**src/rtl/div_seq_ctrl_pkg.sv**
```systemverilog
// Shared definitions for the sequential radix-2 restoring divider:
// datapath width, FSM state encoding and the request bus layout.
`ifndef DIV_SEQ_CTRL_PKG_SV
`define DIV_SEQ_CTRL_PKG_SV

`define DIV_WIDTH 32
`define DIV_REQ_BUS_WD (2 + 2 * `DIV_WIDTH)

package div_seq_ctrl_pkg;

  localparam int unsigned DIV_WIDTH = `DIV_WIDTH;
  localparam int unsigned DIV_CNT_W = $clog2(DIV_WIDTH);

  typedef enum logic [2:0] {
    IDLE = 3'd0,
    PREP = 3'd1,
    ITER = 3'd2,
    FIX  = 3'd3,
    DONE = 3'd4
  } div_state_t;

  // Request payload as carried from the EXM stage ({is_unsigned, use_mod, src1, src2})
  typedef struct packed {
    logic                 is_unsigned;
    logic                 use_mod;
    logic [DIV_WIDTH-1:0] dividend;
    logic [DIV_WIDTH-1:0] divisor;
  } div_req_t;

endpackage

`endif

```
**src/rtl/div_iter_step.sv**
```systemverilog
// One combinational restoring-division step: shift the next dividend bit
// into the partial remainder, subtract the divisor if it fits, emit the quotient bit.
module div_iter_step
  import div_seq_ctrl_pkg::*;
#(
  parameter int unsigned WIDTH = DIV_WIDTH
) (
  input  logic [WIDTH-1:0] rem,
  input  logic [WIDTH-1:0] quo,
  input  logic [WIDTH-1:0] divisor,
  output logic [WIDTH-1:0] rem_nxt_c,
  output logic [WIDTH-1:0] quo_nxt_c
);

  logic [WIDTH:0] shifted;
  logic [WIDTH:0] trial;
  logic           fits;

  // rem < divisor holds between steps, so the WIDTH+1 bit trial never wraps
  // and its MSB is a true sign bit.
  always_comb begin
    shifted   = {rem, quo[WIDTH-1]};
    trial     = shifted - {1'b0, divisor};
    fits      = ~trial[WIDTH];
    rem_nxt_c = fits ? trial[WIDTH-1:0] : shifted[WIDTH-1:0];
    quo_nxt_c = {quo[WIDTH-2:0], fits};
  end

endmodule

```
**src/rtl/div_seq_ctrl.sv**
```systemverilog
// Sequencing controller for the EXM-stage multi-cycle signed/unsigned divider.
// Optional DIV_EARLY_OUT_EN: skip iteration when |dividend| < |divisor|.
module div_seq_ctrl
  import div_seq_ctrl_pkg::*;
#(
  parameter int unsigned WIDTH = DIV_WIDTH,
  parameter int unsigned CNT_W = DIV_CNT_W
) (
  input  logic             clk,
  input  logic             reset,
  input  logic             flush,
  input  logic             req_valid,
  output logic             req_ready,
  input  logic             is_unsigned,
  input  logic             use_mod,
  input  logic [WIDTH-1:0] dividend,
  input  logic [WIDTH-1:0] divisor,
  output logic             resp_valid,
  input  logic             resp_ready,
  output logic [WIDTH-1:0] result,
  output logic             busy
);

  div_state_t       state_q, state_d;

  logic             unsigned_q, unsigned_d;
  logic             mod_q, mod_d;
  logic [WIDTH-1:0] dvd_q, dvd_d;
  logic [WIDTH-1:0] dvs_q, dvs_d;
  logic             q_neg_q, q_neg_d;
  logic             r_neg_q, r_neg_d;
  logic [WIDTH-1:0] rem_q, rem_d;
  logic [WIDTH-1:0] quo_q, quo_d;
  logic [CNT_W-1:0] cnt_q, cnt_d;
  logic [WIDTH-1:0] result_d;

  logic             dvd_neg, dvs_neg;
  logic [WIDTH-1:0] dvd_mag, dvs_mag;
  logic [WIDTH-1:0] quo_fix, rem_fix;
  logic [WIDTH-1:0] step_rem, step_quo;

  div_iter_step #(
    .WIDTH(WIDTH)
  ) u_step (
    .rem      (rem_q),
    .quo      (quo_q),
    .divisor  (dvs_q),
    .rem_nxt_c(step_rem),
    .quo_nxt_c(step_quo)
  );

  always_ff @(posedge clk) begin
    if (reset) state_q <= IDLE;
    else       state_q <= state_d;
  end

  // Next state and datapath next values
  always_comb begin
    state_d    = state_q;
    unsigned_d = unsigned_q;
    mod_d      = mod_q;
    dvd_d      = dvd_q;
    dvs_d      = dvs_q;
    q_neg_d    = q_neg_q;
    r_neg_d    = r_neg_q;
    rem_d      = rem_q;
    quo_d      = quo_q;
    cnt_d      = cnt_q;
    result_d   = result;

    dvd_neg = ~unsigned_q & dvd_q[WIDTH-1];
    dvs_neg = ~unsigned_q & dvs_q[WIDTH-1];
    dvd_mag = dvd_neg ? (~dvd_q + WIDTH'(1)) : dvd_q;
    dvs_mag = dvs_neg ? (~dvs_q + WIDTH'(1)) : dvs_q;
    quo_fix = (q_neg_q && (dvs_q != '0)) ? (~quo_q + WIDTH'(1)) : quo_q;
    rem_fix = r_neg_q ? (~rem_q + WIDTH'(1)) : rem_q;

    case (state_q)
      IDLE: begin
        if (req_valid && !flush) begin
          unsigned_d = is_unsigned;
          mod_d      = use_mod;
          dvd_d      = dividend;
          dvs_d      = divisor;
          state_d    = PREP;
        end
      end
      PREP: begin
        q_neg_d = dvd_neg ^ dvs_neg;
        r_neg_d = dvd_neg;
        dvs_d   = dvs_mag;
        rem_d   = '0;
        quo_d   = dvd_mag;
        cnt_d   = CNT_W'(WIDTH - 1);
        if (dvs_q == '0) begin
          quo_d   = '1;
          rem_d   = dvd_mag;
          state_d = FIX;
`ifdef DIV_EARLY_OUT_EN
        end else if (dvd_mag < dvs_mag) begin
          quo_d   = '0;
          rem_d   = dvd_mag;
          state_d = FIX;
`endif
        end else begin
          state_d = ITER;
        end
      end
      ITER: begin
        rem_d = step_rem;
        quo_d = step_quo;
        if (cnt_q == '0) state_d = FIX;
        else             cnt_d   = cnt_q - CNT_W'(1);
      end
      FIX: begin
        result_d = mod_q ? rem_fix : quo_fix;
        state_d  = DONE;
      end
      DONE: begin
        if (resp_ready) state_d = IDLE;
      end
      default: state_d = IDLE;
    endcase

    // Flush (branch mispredict) wins over everything, including resp_ready
    if (flush) state_d = IDLE;
  end

  always_ff @(posedge clk) begin
    if (reset) begin
      unsigned_q <= 1'b0;
      mod_q      <= 1'b0;
      dvd_q      <= '0;
      dvs_q      <= '0;
      q_neg_q    <= 1'b0;
      r_neg_q    <= 1'b0;
      rem_q      <= '0;
      quo_q      <= '0;
      cnt_q      <= '0;
      result     <= '0;
    end else begin
      unsigned_q <= unsigned_d;
      mod_q      <= mod_d;
      dvd_q      <= dvd_d;
      dvs_q      <= dvs_d;
      q_neg_q    <= q_neg_d;
      r_neg_q    <= r_neg_d;
      rem_q      <= rem_d;
      quo_q      <= quo_d;
      cnt_q      <= cnt_d;
      result     <= result_d;
    end
  end

  // Handshake outputs registered from the next state so they track state_q exactly
  always_ff @(posedge clk) begin
    if (reset) begin
      req_ready  <= 1'b1;
      resp_valid <= 1'b0;
      busy       <= 1'b0;
    end else begin
      req_ready  <= (state_d == IDLE);
      resp_valid <= (state_d == DONE);
      busy       <= (state_d != IDLE);
    end
  end

endmodule

```
**config.mk**
```make
export PLATFORM = sky130hd
export DESIGN_NAME = div_seq_ctrl
export DESIGN_NICKNAME = d
export VERILOG_FILES = /design/src/rtl/div_seq_ctrl_pkg.sv /design/src/rtl/div_iter_step.sv /design/src/rtl/div_seq_ctrl.sv
export SDC_FILE = /design/constraint.sdc
export NUM_CORES = 1
export LEC_CHECK = 0
export CORE_ASPECT_RATIO = 2
export CORE_UTILIZATION = 30
export DETAILED_ROUTE_END_ITERATION = 8
export PLACE_DENSITY_LB_ADDON = 0.12
export SKIP_CTS_REPAIR_TIMING = 1
export SYNTH_ARGS = -nofsm -noshare
export SYNTH_HDL_FRONTEND = slang
export SYNTH_SLANG_ARGS = --single-unit
```
**constraint.sdc**
```tcl
create_clock -name clk -period 7.85 [get_ports clk]
set_input_delay 1.57 -clock clk [delete_from_list [all_inputs] [get_ports clk]]
set_output_delay 1.57 -clock clk [all_outputs]
set_load 0.01 [all_outputs]
```
=== Word level (Yosys, flattened, before mapping) ===
Cells that the tools add are included.

* Register bits: 175
* Input bits: 71
* Output and inout port bits: 35
* Logic and storage cells: 71

* Add/sub/neg operators: 6
* Eq/ne operators: 8
* Muxes and demuxes: 20
* Bitwise logic cells: 9
* Reductions and logical operators: 14

{| class="wikitable"
|+ Operators by type and width
! cell !! count
|-
| 2-to-1 mux 32 bit || 9
|-
| case mux 32 bit (2 select lines) || 3
|-
| adder 32 x 1 -> 32 bit, second input constant || 4
|-
| NOT 32 bit || 4
|-
| subtractor 33 x 32 -> 33 bit || 1
|-
| logical NOT 32 bit || 1
|-
| nonzero test 32 bit || 1
|-
| case mux 3 bit (5 select lines) || 1
|-
| 2-to-1 mux 3 bit || 4
|-
| case mux 5 bit (2 select lines) || 1
|-
| equality test 3 x 2 -> 1 bit, second input constant || 2
|-
| equality test 3 bit, second input constant || 2
|-
| logical NOT 3 bit || 2
|-
| != test 2 bit, second input constant || 3
|-
| logical NOT 5 bit || 1
|-
| 2-to-1 mux 5 bit || 1
|-
| subtractor 5 x 1 -> 5 bit, second input constant || 1
|-
| AND reduction 2 bit || 2
|-
| nonzero test 2 bit || 2
|-
| equality test 3 x 1 -> 1 bit, second input constant || 1
|-
| AND reduction 3 bit || 1
|-
| nonzero test 3 bit || 1
|-
| AND 1 bit || 2
|-
| logical AND 1 bit || 2
|-
| other kinds (4) || 5
|}

=== Logic depth before layout (Yosys ltp) ===
Gate-level depths: netlist (run 1).

* Depth after elaboration: 6
* Depth in mapped cells: 13
* Depth with buffers taken out: 12

=== Modules after synthesis ===
Synthesis (run 1) repeated with hierarchy kept, for this count alone.

* Cells, all modules: 1546
* Area total of the unflattened synthesis: 11977.7 um^2

{| class="wikitable"
|+ Modules (own cells, without submodules)
! module !! instances !! cells an instance !! area each (um^2) !! seq. area each (um^2)
|-
| div_seq_ctrl || 1 || 1203 || 9481.6 || 3503.4
|-
| div_iter_step || 1 || 343 || 2496.1 || 0.0
|}

=== Worst setup path before layout (run 1) ===
No wires, ideal clock.

* Kind: register to register
* Start point: reg quo_q[31]
* End point: reg rem_q[10]
* Library setup time: 0.134 ns
* Arrival: 3.063 ns
* Data required time: 7.716 ns
* Path slack: 4.653 ns
* Cell stages (with the launch flop): 14
* Path buffers: 2
* Clock period less this slack: 3.197 ns
* Cells stage by stage: dfxtp_1 > inv_1 > ha_1 > fa_1 > nand2b_1 > a2111o_1 > a21o_1 > o211ai_1 > o211ai_1 > o211ai_1 > clkbuf_1 > buf_2 > mux2i_1 > o22ai_1

* Word-level cells in the longest chain between the ends: 3

{| class="wikitable"
|+ Ends and longest elaborated chain
! item !! RTL line !! source
|-
| from (decl) || div_seq_ctrl.sv:33 || <nowiki>logic [WIDTH-1:0] quo_q, quo_d;</nowiki>
|-
| from (signal assigned) || div_seq_ctrl.sv:149 || <nowiki>quo_q <= quo_d;</nowiki>
|-
| subtractor 33 x 32 -> 33 bit || div_iter_step.sv:23 || <nowiki>trial = shifted - {1'b0, divisor};</nowiki>
|-
| 2-to-1 mux 32 bit || div_iter_step.sv:25 || <nowiki>rem_nxt_c = fits ? trial[WIDTH-1:0] : shifted[WIDTH-1:0];</nowiki>
|-
| case mux 32 bit (2 select lines) || div_seq_ctrl.sv:78 || <nowiki>case (state_q)</nowiki>
|-
| to (signal assigned) || div_seq_ctrl.sv:148 || <nowiki>rem_q <= rem_d;</nowiki>
|-
| to (decl) || div_seq_ctrl.sv:32 || <nowiki>logic [WIDTH-1:0] rem_q, rem_d;</nowiki>
|}

Every way passes these cells.
A chain may end at the register's enable or synchronous reset.

=== Worst setup path after layout (run 1) ===
* Start point: reg quo_q[31]
* End point: reg rem_q[14]

Same word-level chain as after synthesis.

==> flow_metrics.py, run 1 <==
metrics = {
    "worst_setup_path": {
        "critPathArrivalTime_ns": 3.98,
        "cp_max_fo": 39,
        "critical-path-slowest-cell": "a2111o_1",
        "cpLargestDelayFamily": "compound AO/OA/AOI/OAI gates",
        "endpoint": "rem_q[14]",
        "slowest_delay_ns": 0.48,
        "reg2reg_to": "rem_q[14]",
        "r2r_cells": 13,
        "timing.rr.start": "quo_q[31]",
        "path_cells": "inv_1, ha_1, fa_1, nand2b_1, a2111o_1, a21o_1, o211ai_1, o211ai_1, o211ai_1, buf_4, mux2_2, nand2_1, a21oi_1",
        "required_ns": 8.17,
        "crit_cells": 13,
        "path_class": "flop to flop",
        "regToRegSetupSlack_ns": 4.19,
        "crit_buf_inv": 2,
        "worstSetupStartpointType": "flop",
        "timing.critical_path.from": "quo_q[31]",
        "crit_path_end_kind": "flop",
        "cp_common_cell": "o211ai_1",
    },
    "clocking": {
        "htree_num_levels": 4,
        "cts_tree": "built",
        "clkLatencyLatePin_ns": 0.46,
        "cts_sinks": 175,
        "root_buffer": "clkbuf_16",
        "clk_pin_slew_ns": 0.07,
        "clockBufferDepth": 2,
        "numCtsBuffers": 17,
    },
    "floorplan": {
        "fp.dieH_um": 280,
        "dieArea_um2": 39500,
        "core-area_um2": 38000,
        "fp.dieW_um": 141,
        "rows": 101,
        "io_pins": 106,
        "start_util_pct": 30.5,
    },
    "sta": {
        "fin_hold_ws_ns": 0.449,
        "fin_setup_tns_ns": 0,
        "fin_skew_ns": 0.0161,
        "rsz0062_at_grt": "no",
        "timing.final.crit_period_ns": 3.66,
        "finalMaxSlewViolations": 0,
        "tightestPinTransition_ns": 1.12,
        "fmax_mhz": 273,
        "finalSetupViolCount": 0,
        "hold_viol": 0,
        "slew_headroom_pct": 25.3,
        "fin_crit_sh_pct": 46.7,
    },
    "pwr": {
        "power_density_nw_per_um2": 168,
        "ir_drop_v": 0.000164,
        "p_total_uw": 2290,
        "p_leak_uw": 0.00501,
    },
    "drt": {
        "dr.pass1.iters": 5,
        "drtAntennaViolNets": 0,
        "wl_um": 41000,
        "wire_per_inst_um": 19.5,
        "drc": 0,
        "drt_iter0_markers": 579,
        "routed_via_density": 5.40,
        "num_vias": 11300,
    },
    "place": {
        "placed_cells": 2066,
        "place_congestion": 0.876,
        "portBuffers": 105,
        "place_hpwl_um": 31600,
        "dpl_cell_area_um2": 13000,
    },
    "layout": {
        "drive_above_1_share_pct": 5.31,
        "design_area_um2": 13600,
        "finalNonFillerCells": 2098,
        "area_growth_pct": 17.7,
        "finalNetCount": 1680,
        "antennaDiodeCount": 0,
    },
    "logic_synthesis": {
        "synth_cells": 1534,
        "syn_area_um2": 11600,
        "ys_seq_elements": 175,
        "yosys_warnings": 0,
        "ys_types": 73,
        "synth_top_cell_area_share_pct": 30.2,
        "synth_commonest_cells": "200 x nand2_1, 187 x a21oi_1, 175 x dfxtp_1",
        "synth_most_common_cell": "nand2_1",
        "synth_top_area_cell": "dfxtp_1",
        "ys_seq_area_share_pct": 30.2,
        "synth.top_cells.by_area": "dfxtp_1 30%, a21oi_1 8.1%, nand2_1 6.5%",
        "ys.flop_type": "dfxtp_1",
        "async_reset_ff_share_pct": 0,
        "avgSynthCellArea_um2": 7.56,
        "synth-edff-count": 0,
        "syn_nets": 1644,
    },
    "min_path": {
        "hold_path.class": "flop to flop",
    },
    "global_routing": {
        "antenna_found_initial": 0,
        "grt_pass1_wl_um": 63700,
        "track_usage_pct": 21.2,
        "grt_pass1_vias": 11100,
        "grt_max_degree": 129,
        "grt.overflow.total": 0,
    },
    "job": {
        "maxCapViolations": 0,
    },
    "status": {
        "status": "finished clean",
    },
}
## metal layers
layer	routed length, um	track usage, %	vias up
li1	-	-	5640
met1	15600	22.0	5366
met2	21700	39.6	247
met3	1020	2.13	81
met4	2720	14.7	0
met5	0	0	-
## through the flow
stage          worst slack [ns]  utilization (%)
2_1_floorplan              4.65                -
3_3_place_gp               4.08             34.2
3_5_place_dp               4.06             34.2
4_1_cts                    4.12             35.9
5_1_grt                    3.83             35.9
6_report                   4.19             35.9
## registers in the layout, indices dropped and copies added, names as in the netlist, 3 cells and up
| signal | cells |
|---|---|
| state_q | 3 |
| result | 32 |
| dvd_q | 32 |
| rem_q | 32 |
| quo_q | 32 |
| cnt_q | 5 |
| dvs_q | 32 |
## worst min-delay path: stages, from the launching register on
cell     delay, ns
dfxtp_1       0.31
nand2_1       0.05
a21oi_1       0.05
## logic make-up (layout without fill, tap and decap cells)
group                    Yosys count  after routing  synth area share [%]
buffers and inverters            159            208                  5.53
XOR/XNOR                         120            120                  9.06
AND/OR/NAND/NOR                  465            465                  19.1
AO/OA/AOI/OAI                    549            549                  29.5
multiplexers                      27             27                  2.34
flip-flops                       175            175                  30.2
adder cells (fa/ha/maj)           39             39                  4.27
## layout make-up
| type | instances | area [um2] |
|---|---|---|
| clock buffer | 18 | 439 |
| clock inverter | 14 | 183 |
| fill | 4076 | 24400 |
| inverter | 54 | 203 |
| multi-input combinational | 1200 | 7490 |
| sequential | 175 | 3500 |
| tap | 515 | 644 |
| timing repair buffer | 122 | 1190 |
## placed cells by master (no fill, tap or decap), types with 5 or more instances in the layout
| master | instances |
|---|---|
| nor2_1 | 85 |
| a31oi_1 | 21 |
| nand3b_1 | 5 |
| nand4_1 | 10 |
| mux2i_1 | 26 |
| and2_1 | 7 |
| clkinv_4 | 5 |
| nor2b_1 | 7 |
| nor4_1 | 14 |
| xor2_1 | 62 |
| o21a_1 | 6 |
| or3_1 | 12 |
| nand2_1 | 200 |
| o22ai_1 | 30 |
| a22oi_1 | 69 |
| nor3_1 | 33 |
| ha_1 | 38 |
| o22a_1 | 5 |
| o21bai_1 | 5 |
| dfxtp_1 | 174 |
| a31o_2 | 5 |
| a21oi_1 | 187 |
| nand2b_1 | 16 |
| o41ai_1 | 9 |
| o211ai_1 | 17 |
| xnor2_1 | 58 |
| a211oi_1 | 15 |
| buf_4 | 17 |
| or4_1 | 12 |
| nand3_1 | 23 |
| a21o_1 | 21 |
| clkbuf_16 | 17 |
| inv_1 | 54 |
| clkdlybuf4s50_1 | 104 |
| and3_1 | 9 |
| o21ai_0 | 94 |
| o31ai_1 | 31 |
## worst min path at each step
| stage | from | depth (start not counted) | end |
|---|---|---|---|
| global placement | result[2] | 2 | result[2] |
| finish | result[10] | 2 | result[10] |
| floorplan | dvd_q[11] | 2 | dvd_q[11] |
| detailed placement | result[2] | 2 | result[2] |
| global route | result[13] | 2 | result[13] |
| CTS | result[2] | 2 | result[2] |
## power by group
| part | total [uW] | internal [uW] | switching, uW |
|---|---|---|---|
| clock network | 921 | 515 | 406 |
| registers | 941 | 911 | 30.9 |
| logic | 427 | 167 | 260 |
| total | 2290 | 1590 | 696 |
(Power assumes the default switching activity.)
==> inputs of run 2 (changes only) <==
==> constraint.sdc (replaced) <==
create_clock -name clk -period 3.6 [get_ports clk]
set_input_delay 0.72 -clock clk [delete_from_list [all_inputs] [get_ports clk]]
set_output_delay 0.72 -clock clk [all_outputs]
set_load 0.01 [all_outputs]
==> run 2 against run 1 <==
Net effect: via count is 0.51% higher; critical path depth down 4; fmax is 7.3% higher; global-route usage increased by 0.71 points; flip-flop and latch count unchanged; combinational power is 130% higher; die area unchanged; utilization increased by 1.0 points; critical path type unchanged; critical endpoint is now result[31]; largest power group unchanged; highest routed layer unchanged.
==> flow_metrics.py, run 2 (synthesis results as in run 1) <==
metrics = {
    "floorplan": {
        "dieArea_um2": 39500,
        "start_util_pct": 30.5,
        "io_pins": 106,
        "fp.dieW_um": 141,
        "fp.dieH_um": 280,
        "core-area_um2": 38000,
        "rows": 101,
    },
    "place": {
        "portBuffers": 105,
        "placed_cells": 2109,
        "pre_cts_slack_ns": 0.214,
        "dpl_cell_area_um2": 13400,
        "place_congestion": 0.924,
        "place_hpwl_um": 33600,
    },
    "min_path": {
        "hp-start": "result[7]",
        "min_to": "result[7]",
        "whs_path_depth": 2,
        "hold_path.class": "flop to flop",
    },
    "clocking": {
        "cts_tree": "built",
        "root_buffer": "clkbuf_16",
        "htree_num_levels": 4,
        "cts_sinks": 175,
        "numCtsBuffers": 17,
        "clkLatencyLatePin_ns": 0.45,
        "clk_pin_slew_ns": 0.07,
        "clockBufferDepth": 2,
    },
    "worst_setup_path": {
        "critical-path-slowest-cell": "or4_1",
        "reg2reg_to": "result[31]",
        "cp_max_fo": 7,
        "critPathArrivalTime_ns": 3.72,
        "crit_path_end_kind": "flop",
        "path_cells": "or4_1, nor4_1, nand4b_1, or4_1, o31ai_1, xor2_1, nand2_1, o211ai_1, a21oi_1",
        "r2r_cells": 9,
        "cp_common_cell": "or4_1",
        "required_ns": 3.91,
        "worstSetupStartpointType": "flop",
        "regToRegSetupSlack_ns": 0.19,
        "path_class": "flop to flop",
        "timing.critical_path.from": "rem_q[7]",
        "slowest_delay_ns": 0.61,
        "timing.rr.start": "rem_q[7]",
    },
    "pwr": {
        "p_total_uw": 5030,
        "p_sw_share_pct": 30.0,
        "power_density_nw_per_um2": 358,
        "p_clk_share_pct": 39.6,
        "pwr-share-seq_pct": 40.9,
        "p_sw_uw": 1510,
        "combPwrFrac_pct": 19.5,
        "intPower_uw": 3520,
        "p_leak_uw": 0.00524,
        "ir_drop_v": 0.000335,
    },
    "layout": {
        "drive_above_1_share_pct": 7.69,
        "antennaDiodeCount": 0,
        "fillers": 4069,
        "layout_commonest_cell": "nand2_1",
        "finalNonFillerCells": 2141,
        "design_area_um2": 14000,
        "finalNetCount": 1723,
        "final_cell_mix": "200 x nand2_1, 187 x a21oi_1, 174 x dfxtp_1",
        "area_growth_pct": 21.0,
    },
    "sta": {
        "fin_skew_ns": 0.0107,
        "fin_setup_tns_ns": 0,
        "fmax_mhz": 293,
        "hold_viol": 0,
        "fin_ws_ns": 0.185,
        "rsz0062_at_grt": "no",
        "finalMaxSlewViolations": 0,
        "tightestPinTransition_ns": 1.09,
        "slew_headroom_pct": 26.5,
        "fin_crit_sh_pct": 94.9,
        "timing.final.crit_period_ns": 3.41,
        "finalSetupViolCount": 0,
    },
    "global_routing": {
        "track_usage_pct": 21.9,
        "grt.overflow.total": 0,
        "antenna_found_initial": 0,
        "grt_pass1_vias": 11400,
        "grt_pass1_wl_um": 65100,
        "grt_max_degree": 137,
    },
    "drt": {
        "num_vias": 11400,
        "drt_iter0_markers": 514,
        "wl_um": 42500,
        "wire_per_inst_um": 19.8,
        "drc": 0,
        "drtAntennaViolNets": 0,
        "dr.pass1.iters": 7,
        "routed_via_density": 5.32,
    },
    "job": {
        "maxCapViolations": 0,
    },
    "status": {
        "status": "finished clean",
    },
}
==> run 2: cell types whose count changed in the layout (fill, tap and decap cells not counted), sizes merged <==
cell,before,now
clkinv,6,4
inv,57,56
clkbuf,18,20
clkinvlp,2,3
buf,18,61
==> run 2: critical path: cells and delay by family, from the launching register on <==
family,cells,cell delay (ns)
simple gates,5,2.08
flops,1,0.40
xor+xnor,1,0.28
compound gates,3,0.52
==> run 2: cell type report <==
| cell class | count | area [um2] | area share, % |
|---|---|---|---|
| Clock inverter | 12 | 158 | 1.12 |
| Sequential cell | 175 | 3500 | 25.0 |
| Tap cell | 515 | 644 | 4.59 |
| Inverter | 54 | 203 | 1.44 |
| Timing Repair Buffer | 165 | 1590 | 11.3 |
| Clock buffer | 20 | 457 | 3.25 |
| Multi-Input combinational cell | 1200 | 7480 | 53.3 |
==> run 2: layer usage <==
metal	wire length, um	up-vias	GRT usage, %
met2	22100	201	40.4
li1	-	5724	-
met3	973	90	2.70
met5	0	-	0
met1	15800	5377	21.7
met4	3630	0	18.3
==> run 2: how the worst max path moves through the flow <==
stage / endpoint / slack (ns) / cells after the start
after CTS: result[31] / 0.20 / 9
after detailed placement: result[31] / 0.21 / 9
final: result[31] / 0.19 / 9
after global placement: result[31] / 0.23 / 9
after global routing: rem_q[19] / 0.03 / 11
after floorplan: rem_q[10] / 0.40 / 13
==> run 2: stage by stage <==
stage,hold WS [ns],util [%]
after floorplan,0.455,-
after global routing,0.467,36.9
final,0.452,36.9
after detailed placement,0.447,35.3
after CTS,0.457,36.9
after global placement,0.447,35.3
==> run 2: power groups by stage <==
| stage | Sequential [uW] | Clock [uW] | Combinational (uW) |
|---|---|---|---|
| floorplan | 2070 | 0 | 635 |
| global placement | 2100 | 0 | 978 |
| detailed placement | 2100 | 0 | 980 |
| CTS | 2060 | 2040 | 987 |
| global route | 2070 | 2110 | 1080 |
| finish | 2060 | 1990 | 981 |
